File: config.mk
export PLATFORM = sky130hd
export DESIGN_NAME = ro_freq_counter
export DESIGN_NICKNAME = d
export VERILOG_FILES = /design/src/rtl/ro_pkg.sv /design/src/rtl/ro_sync_edge.sv /design/src/rtl/ro_freq_counter.sv
export SDC_FILE = /design/constraint.sdc
export NUM_CORES = 1
export LEC_CHECK = 0
export BUFFER_PORTS_ARGS = -buffer_cell sky130_fd_sc_hd__buf_2
export CAP_MARGIN = 20
export CORE_MARGIN = 4
export CORE_UTILIZATION = 39
export DETAILED_ROUTE_END_ITERATION = 12
export GPL_TIMING_DRIVEN = 0
export PLACE_DENSITY = 0.61
export SKIP_CTS_REPAIR_TIMING = 1
export SYNTH_ARGS = -nofsm -noshare
export SYNTH_HDL_FRONTEND = slang
export SYNTH_SLANG_ARGS = --single-unit
File: constraint.sdc
create_clock -name clk -period 2.3 [get_ports clk]
set_clock_uncertainty 0.05 [all_clocks]
set_input_delay 0.345 -clock clk [delete_from_list [all_inputs] [get_ports clk]]
set_output_delay 0.345 -clock clk [all_outputs]
set_load 0.01 [all_outputs]
File: src/rtl/ro_pkg.sv
// ro_pkg: shared FSM states, default parameters and window-timer width helper for ro_freq_counter.
package ro_pkg;
  typedef enum logic [1:0] {ST_IDLE, ST_SETTLE, ST_MEASURE, ST_DONE} state_t;
  localparam int CNT_W_D       = 16;
  localparam int WINDOW_D      = 1024;
  localparam int SETTLE_D      = 8;
  localparam int SYNC_STAGES_D = 2;
  function automatic int win_w(input int window, input int settle);
    return $clog2((window > settle ? window : settle) + 1);
  endfunction
endpackage

File: src/rtl/ro_sync_edge.sv
// ro_sync_edge: multi-flop synchronizer for the asynchronous ring output plus rising-edge detector.
module ro_sync_edge import ro_pkg::*; #(
  parameter int STAGES = SYNC_STAGES_D
) (
  input  logic clk,
  input  logic rst,
  input  logic async_in,
  output logic sync_out,
  output logic rise_pulse
);
  logic [STAGES-1:0] r_sync;
  logic              r_prev;
  always_ff @(posedge clk)
    if (rst) begin
      r_sync <= '0;
      r_prev <= 1'b0;
    end else begin
      r_sync <= {r_sync[STAGES-2:0], async_in};
      r_prev <= r_sync[STAGES-1];
    end
  assign sync_out   = r_sync[STAGES-1];
  assign rise_pulse = sync_out & ~r_prev;
endmodule

File: src/rtl/ro_freq_counter.sv
// ro_freq_counter: enables the ring, settles, counts synchronized rising edges over a clk window.
// Optional RO_FREQ_SAT_EN: saturating counter with ovf flag; otherwise the count wraps.
module ro_freq_counter import ro_pkg::*; #(
  parameter int CNT_W       = CNT_W_D,
  parameter int WINDOW      = WINDOW_D,
  parameter int SETTLE      = SETTLE_D,
  parameter int SYNC_STAGES = SYNC_STAGES_D
) (
  input  logic             clk,
  input  logic             rst,
  input  logic             start,
  output logic             busy,
  output logic             ro_enable,
  input  logic             ro_in,
  output logic [CNT_W-1:0] count,
  output logic             count_valid,
`ifdef RO_FREQ_SAT_EN
  output logic             ovf,
`endif
  input  logic             count_ready
);
  localparam int TW = win_w(WINDOW, SETTLE);
  state_t           r_state;
  logic [TW-1:0]    r_tmr;
  logic [CNT_W-1:0] r_cnt;
  logic             w_rise;
  logic             w_sync_unused;
`ifdef RO_FREQ_SAT_EN
  logic             r_ovf;
  assign ovf = r_ovf;
`endif
  ro_sync_edge #(.STAGES(SYNC_STAGES)) u_sync (
    .clk       (clk),
    .rst       (rst),
    .async_in  (ro_in),
    .sync_out  (w_sync_unused),
    .rise_pulse(w_rise)
  );
  always_ff @(posedge clk)
    if (rst) begin
      r_state <= ST_IDLE;
      r_tmr   <= '0;
      r_cnt   <= '0;
`ifdef RO_FREQ_SAT_EN
      r_ovf   <= 1'b0;
`endif
    end else begin
      case (r_state)
        ST_IDLE:
          if (start) begin
            r_state <= ST_SETTLE;
            r_tmr   <= TW'(SETTLE - 1);
          end
        ST_SETTLE: begin
          r_cnt <= '0;
`ifdef RO_FREQ_SAT_EN
          r_ovf <= 1'b0;
`endif
          r_tmr <= r_tmr - 1'b1;
          if (r_tmr == '0) begin
            r_state <= ST_MEASURE;
            r_tmr   <= TW'(WINDOW - 1);
          end
        end
        ST_MEASURE: begin
          r_tmr <= r_tmr - 1'b1;
          if (w_rise) begin
`ifdef RO_FREQ_SAT_EN
            if (&r_cnt) r_ovf <= 1'b1;
            else
`endif
            r_cnt <= r_cnt + 1'b1;
          end
          if (r_tmr == '0) r_state <= ST_DONE;
        end
        ST_DONE:
          if (count_ready) begin
            r_state <= ST_IDLE;
`ifdef RO_FREQ_SAT_EN
            r_ovf   <= 1'b0;
`endif
          end
        default: r_state <= ST_IDLE;
      endcase
    end
  assign busy        = r_state != ST_IDLE;
  assign ro_enable   = (r_state == ST_SETTLE) || (r_state == ST_MEASURE);
  assign count_valid = r_state == ST_DONE;
  assign count       = r_cnt;
endmodule

==> metrics.md, run 1 <==
| Metric | Value |
|---|---|
| Via count | 1626 |
| Slew Viols, Final | 0 |
| Row cnt | 24 |
| Slew headroom | 42.8% |
| Cell Pwr Density | 1040 mW/mm^2 |
| Per-cell routed wire length | 13.8 um |
| Gpl congestion | 0.827 |
| Tmin final | 2.05 ns |
| First-pass GRT wire length | 6570 um |
| HPWL Detailed | 2880 um |
| Yosys cell types | 50 |
| Average size of a mapped cell | 8.40 um^2 |
| Crit share post-route | 89.2% |
| Setup_tns | 0 ns |
| Post-synthesis sequential area ratio | 36.6% |
| Placed cell area | 0.00193 mm^2 |
| Nets@finish | 251 |
| Clock transition at path regs | 0.07 ns |
| WL final | 4010 um |
| Hold path cells | 2 |
| Synth-to-Final Area Change | 16.8% |
| CTS H-tree depth | 2 |
| Worst min path class | input port to flip-flop |
| CP startpoint kind | flip-flop |
| Antenna viol nets, final | 0 |
| Fmax | 488 MHz |
| Design Power | 0.00212 W |
| Via/cell ratio | 5.59 |
| Port buffer count | 23 |
| Fin cells | 291 |
| Inserted Clock Buffers | 5 |
| Slew @ Worst Pin | 0.850 ns |
| Grt ovf | 0 |
| EDFF count, synth | 0 |
| Share of layout cells above drive strength 1 | 17.6% |
| Ys async rst share | 0% |
| Post-synthesis register bit count | 32 |
| Die Width | 74.9 um |
| Sw Share | 38.9% |
| Worst Path Required | 2.42 ns |
| Status | finished clean |
| Pre-antenna DRT Iters | 4 |
| Drc violations | 0 |
| Root Buffer | clkbuf_8 |
| Final-report hold violation count | 0 |
| Overall die area | 0.00562 mm^2 |
| Crit path DAT | 2.17 ns |
| Fill count | 439 |
| CTS max path bufs | 2 |
| Initial antenna violation count | 0 |
| Max Cap Viol | 0 |
| Finish-stage setup viols | 0 |
| Gate Count Post-Synth | 208 |
| Boundary Pins | 24 |
| CP max stage delay | 0.41 ns |
| Flop-to-flop setup slack | 0.25 ns |
| DP Cell Count | 283 |
| Top FF cell, synth | dfxtp_1 |
| Initial Util | 40.1% |
| Syn nets | 221 |
| Starting DRT DRC Count | 126 |
| Ys Warns | 0 |
| Clock power share | 24.9% |
| Slowest-stage cell, CP | nor4_1 |
| Worst Setup End Kind | flip-flop |
| P_int | 0.00130 W |
| Unrepaired setup endpoints after global routing | false |
| Crit-path cells | inv_1 > ha_1 > nand4b_1 > nor4_1 > nand3_1 > mux2_1 |
| Final core occ | 46.9% |
| Worst-Skew Late Latency | 0.29 ns |
| Part of the power in combinational logic | 42.2% |
| CP delay by family, top | simple AND/OR/NAND/NOR gates |
| Syn Std Cell Area | 0.00175 mm^2 |
| Peak fanout along the critical path | 8 |
| Vias in the first global route | 1410 |
| R2R depth | 6 |
| P_sw | 0.000827 W |
| Number of clock sinks | 32 |
| Ant diodes | 0 |
| Crit. path cell count | 6 |
| Largest net degree at the start of global routing | 11 |
| Final Instance Area | 0.00204 mm^2 |
| WP buf/inv | 1 |
| Pleak | 0.800 nW |
| Critical path class | flip-flop to flip-flop |
| Max VDD drop | 0.000355 V |
| Seq pwr share | 32.8% |
| Overall Global Routing Usage | 15.3% |
| Area of the core | 0.00435 mm^2 |
| CTS tree | yes |
| Die span in y | 74.9 um |
per-stage QoR:
step	worst slack [ns]	hold WS (ns)
floorplan	0.440	0.364
global placement	0.160	0.366
detailed placement	0.156	0.387
CTS	0.124	0.217
global route	0.0352	0.239
finish	0.249	0.224
power by group through the flow:
stage	registers [W]	logic (W)	clock network [W]
2_1_floorplan	0.000688	0.000703	0
3_3_place_gp	0.000707	0.000883	0
3_5_place_dp	0.000706	0.000877	0
4_1_cts	0.000693	0.000882	0.000550
5_1_grt	0.000704	0.00102	0.000567
6_report	0.000698	0.000897	0.000530
state kept, by name (all words and copies together), names as in the netlist:
name,cells
r_tmr,11
r_state,2
u_sync.r_sync,2
u_sync.r_prev,1
count,16
synth_stat cells, types with 2 or more instances:
| cell | instances | share of area [%] |
|---|---|---|
| a31oi_1 | 3 | 1.1 |
| a21oi_1 | 16 | 4.6 |
| a221oi_2 | 3 | 2.6 |
| and4_1 | 3 | 1.5 |
| or4_1 | 2 | 0.86 |
| nor2_1 | 14 | 3.0 |
| o211ai_1 | 2 | 0.86 |
| nand3b_1 | 2 | 0.86 |
| or3_1 | 4 | 1.4 |
| and3_1 | 2 | 0.72 |
| nor2b_1 | 6 | 2.1 |
| nand3_1 | 7 | 2.0 |
| o21ai_0 | 11 | 3.1 |
| clkbuf_1 | 4 | 0.86 |
| mux2_2 | 3 | 1.9 |
| nand4b_1 | 2 | 1.0 |
| nand4_1 | 5 | 1.8 |
| dfxtp_1 | 32 | 37 |
| inv_1 | 11 | 2.4 |
| nand2_1 | 20 | 4.3 |
| o21ai_1 | 3 | 0.86 |
| and2_1 | 2 | 0.72 |
| xnor2_1 | 2 | 1.0 |
| nor3_1 | 6 | 1.7 |
| nor4_1 | 5 | 1.8 |
| mux2i_1 | 4 | 2.3 |
| a2111oi_0 | 2 | 1.0 |
| ha_1 | 8 | 5.7 |
| a211oi_1 | 3 | 1.3 |
final timing paths:
kind	from	end
setup / recovery	r_state[0]	count[14]
hold / removal	ro_in	u_sync.r_sync[0]
setup reg to reg	r_state[0]	count[14]
hold reg to reg	u_sync.r_sync[0]	u_sync.r_sync[1]
cells in the final DEF (no fill, tap or decap), drive strengths merged, types with 6 or more instances in the layout:
master	n
nor2	14
nand2	20
ha	8
nor4	6
a21oi	16
dfxtp	32
inv	11
nor3	6
buf	24
o21ai	14
clkbuf	10
nor2b	6
nand3	7
cell families after synthesis:
kind of cell               after synthesis  synth area share [%]
and+or+nand+nor                         87                  27.3
AOI/OAI and AO/OA                       53                  20.2
DFF                                     32                  36.6
buffers and inverters                   17                  3.72
muxes                                    8                  4.87
adders and majority gates                8                  5.73
xor gates and xnor gates                 3                  1.50
final cells by class:
cell class	count	area [um^2]	share of cell area, %
repair buffers	23	115	5.64
clock inverters	2	35.0	1.72
multi-input cells	159	1050	51.3
inverters	12	45.0	2.21
plain buffers	5	20.0	0.981
clock buffers	6	72.6	3.56
flip-flops and latches	32	641	31.4
well taps	52	65.1	3.19
per-layer routing:
layer	vias to the layer above	part of all wire (%)	GRT usage, %
li1	840	-	-
met1	745	51	21.7
met2	36	43	22.1
met3	5	4.9	4.14
met4	0	1.0	5.34
met5	-	0	0
Power figures use the tool's default switching activity.
==> inputs of run 2 (changes only) <==
--- a/config.mk
+++ b/config.mk
@@ -5,6 +5,7 @@
 export SDC_FILE = /design/constraint.sdc
 export NUM_CORES = 1
 export LEC_CHECK = 0
+export ABC_AREA = 1
 export BUFFER_PORTS_ARGS = -buffer_cell sky130_fd_sc_hd__buf_2
 export CAP_MARGIN = 20
 export CORE_MARGIN = 4
==> metrics.md, run 2 <==
| Metric | Value |
|---|---|
| Clock transition at path regs | 0.07 ns (about the same) |
| EDFF count, synth | 0 (unchanged) |
| Initial antenna violation count | 0 (unchanged) |
| Pre-antenna DRT Iters | 5 (+1) |
| Crit path DAT | 2.22 ns (+0.05 ns) |
| Hold path cells | 3 (+1) |
| Worst reg2reg path startpoint | r_state[0] |
| Syn nets | 294 (+33%) |
| Grt ovf | 0 (unchanged) |
| Number of clock sinks | 32 (unchanged) |
| Commonest cells post-synth | nand2_1, inv_1, nor2_1, dfxtp_1, a21oi_1 |
| Cell taking the most area after synthesis | dfxtp_1 |
| Top FF cell, synth | dfxtp_1 |
| First-pass GRT wire length | 7340 um (+12%) |
| Worst min path class | input port to flip-flop |
| Most common library cell in the layout ignoring fill and taps | nand2_1 |
| Crit. path cell count | 7 (+1) |
| Unrepaired setup endpoints after global routing | false |
| Max reg flops | 16 (unchanged) |
| Antenna viol nets, final | 0 (unchanged) |
| Fin cells | 363 (+25%) |
| Worst-Skew Late Latency | 0.28 ns (about the same) |
| Ant diodes | 0 (unchanged) |
| Worst Path Required | 2.46 ns (+0.04 ns) |
| Overall Global Routing Usage | 15.0% (-0.29 points) |
| Initial Util | 41.1% (+0.96 points) |
| WL final | 4170 um (+4.1%) |
| Flop-to-flop setup slack | 0.24 ns (about the same) |
| Share of layout cells above drive strength 1 | 14.8% (-2.8 points) |
| Peak fanout along the critical path | 7 (-1) |
| Slowest-stage cell, CP | o21ai_1 |
| Count leader, synth | nand2_1 |
| Setup_tns | 0 ns (unchanged) |
| CTS max path bufs | 2 (unchanged) |
| Vias in the first global route | 1610 (+14%) |
| Fmax | 485 MHz (-0.43%) |
| Slew headroom | 59.8% (+17 points) |
| WP buf/inv | 2 (+1) |
| Nets@finish | 323 (+29%) |
| CTS tree | yes |
| DP Cell Count | 355 (+25%) |
| Area occupied by multi-input gates | 0.00101 mm^2 (-3.2%) |
| Largest net degree at the start of global routing | 11 (unchanged) |
| CTS H-tree depth | 2 (unchanged) |
| Synth top area share | 35.1% (-1.6 points) |
| CP startpoint kind | flip-flop |
| HPWL Detailed | 3140 um (+9.3%) |
| Synth-to-Final Area Change | 15.5% |
| Per-cell routed wire length | 11.5 um (-17%) |
| Slew Viols, Final | 0 (unchanged) |
| Area of the core | 0.00444 mm^2 (+2.1%) |
| Max Cap Viol | 0 (unchanged) |
| Slew @ Worst Pin | 0.599 ns (-0.250 ns) |
| Ys async rst share | 0% (unchanged) |
| Cell mode on critical path | inv_1 |
| Worst Setup End Kind | flip-flop |
| Post-synthesis register bit count | 32 (unchanged) |
| Gate Count Post-Synth | 281 (+35%) |
| Pleak | 0.994 nW (+24%) |
| Starting DRT DRC Count | 115 (-8.7%) |
| Max VDD drop | 0.000531 V (+50%) |
| Largest cells by area after synthesis | dfxtp_1, nand2_1, inv_1 |
| Final-report hold violation count | 0 (unchanged) |
| Final core occ | 47.5% (+0.60 points) |
| Drc violations | 0 (unchanged) |
| Ys Warns | 0 (unchanged) |
| Gpl congestion | 0.820 (-0.79%) |
| Via/cell ratio | 4.92 (-12%) |
| R2R depth | 7 (+1) |
| Tmin final | 2.06 ns (+0.00882 ns) |
| Die span in y | 76.4 um (+2.0%) |
| Via count | 1787 (+9.9%) |
| Average size of a mapped cell | 6.50 um^2 (-23%) |
| Cell Pwr Density | 1100 mW/mm^2 (+5.4%) |
| CP max stage delay | 0.51 ns (+0.10 ns) |
| Crit share post-route | 89.6% (+0.38 points) |
| Status | finished clean |
| Fill count | 465 (+5.9%) |
| Boundary Pins | 24 (unchanged) |
| Root Buffer | clkbuf_8 |
| Yosys cell types | 27 (-46%) |
| Crit-path cells | inv_1 > ha_1 > o21ai_1 > inv_1 > o21ai_0 > nand2_1 > a21oi_1 |
| Design Power | 0.00231 W (+9.0%) |
| Port buffer count | 22 (-4.3%) |
| Inserted Clock Buffers | 5 (unchanged) |
| Syn Std Cell Area | 0.00183 mm^2 (+4.5%) |
| Row cnt | 24 (unchanged) |
| Storage cell area | 641 um^2 (unchanged) |
| Die Width | 76.4 um (+2.0%) |
| Commonest cells after routing, fill and taps aside | nand2_1, inv_1, nor2_1, dfxtp_1, buf_2 |
| Overall die area | 0.00584 mm^2 (+4.0%) |
| CP delay by family, top | compound AO/OA/AOI/OAI gates |
| Hold wc startpoint | ro_in |
| Post-synthesis sequential area ratio | 35.1% (-1.6 points) |
| Finish-stage setup viols | 0 (unchanged) |
| Critical path class | flip-flop to flip-flop |
| CP startpoint | r_state[0] |
-- run 2: cell types whose count changed after synthesis, sizes merged, moves of 3 or more --
cell	previous run	this run
a221oi	3	0
nor2	14	41
mux2	4	0
mux2i	4	0
or3	4	0
inv	11	42
or4	3	0
nor4	6	0
and4	3	0
nor2b	6	0
nand3	7	21
a21oi	16	22
nand2	20	75
-- run 2: cells by family (layout without fill, tap and decap cells) --
family          count (synthesis)  in the layout  share of synthesized area (%)
simple gates                  150            150                           36.2
buf+inv                        46             76                           9.45
compound gates                 42             42                           12.4
flops                          32             32                           35.1
fa+ha+maj                       8              8                           5.48
xor+xnor                        3              3                           1.44
-- run 2: report_power, final --
part | internal [W] | switching (W) | leakage (nW) | total [W]
logic | 0.000368 | 0.000717 | 0.679 | 0.00109
registers | 0.000622 | 0.0000716 | 0.260 | 0.000694
clock network | 0.000321 | 0.000214 | 0.0552 | 0.000535
total | 0.00131 | 0.00100 | 0.994 | 0.00231
-- run 2: path summary, 6_finish.rpt --
path,end
setup / recovery,r_tmr[6]
hold / removal,u_sync.r_sync[0]
setup reg to reg,r_tmr[6]
hold reg to reg,u_sync.r_sync[1]
-- run 2: through the flow --
stage | setup slack, ns | cell area, um^2 | hold slack, ns
4_1_cts | 0.224 | 2110 | 0.218
3_3_place_gp | 0.262 | 2000 | 0.340
3_5_place_dp | 0.248 | 2000 | 0.347
5_1_grt | 0.0674 | 2110 | 0.239
6_report | 0.240 | 2110 | 0.225
2_1_floorplan | 0.652 | 1830 | 0.338
-- run 2: metal layers --
metal  GRT usage, %  share of wire (%)  vias to the layer above
li1               -                  -                      951
met4           4.89               0.86                        0
met3           3.55                4.3                        4
met1           19.7                 49                      795
met2           24.0                 46                       37
met5              0                  0                        -
-- run 2: cell type report --
type | instances | area share [%]
Inverter | 44 | 7.83
Timing Repair Buffer | 22 | 5.22
Multi-Input combinational cell | 203 | 48.0
Tap cell | 52 | 3.08
Clock buffer | 6 | 3.44
Sequential cell | 32 | 30.4
Clock inverter | 2 | 1.66
Buffer | 2 | 0.356
-- run 2: worst register-to-register path: stages (launching register included) --
cell and delay (ns):
dfxtp_1 0.39, inv_1 0.10, ha_1 0.34, o21ai_1 0.51, inv_1 0.26, o21ai_0 0.14
nand2_1 0.07, a21oi_1 0.13
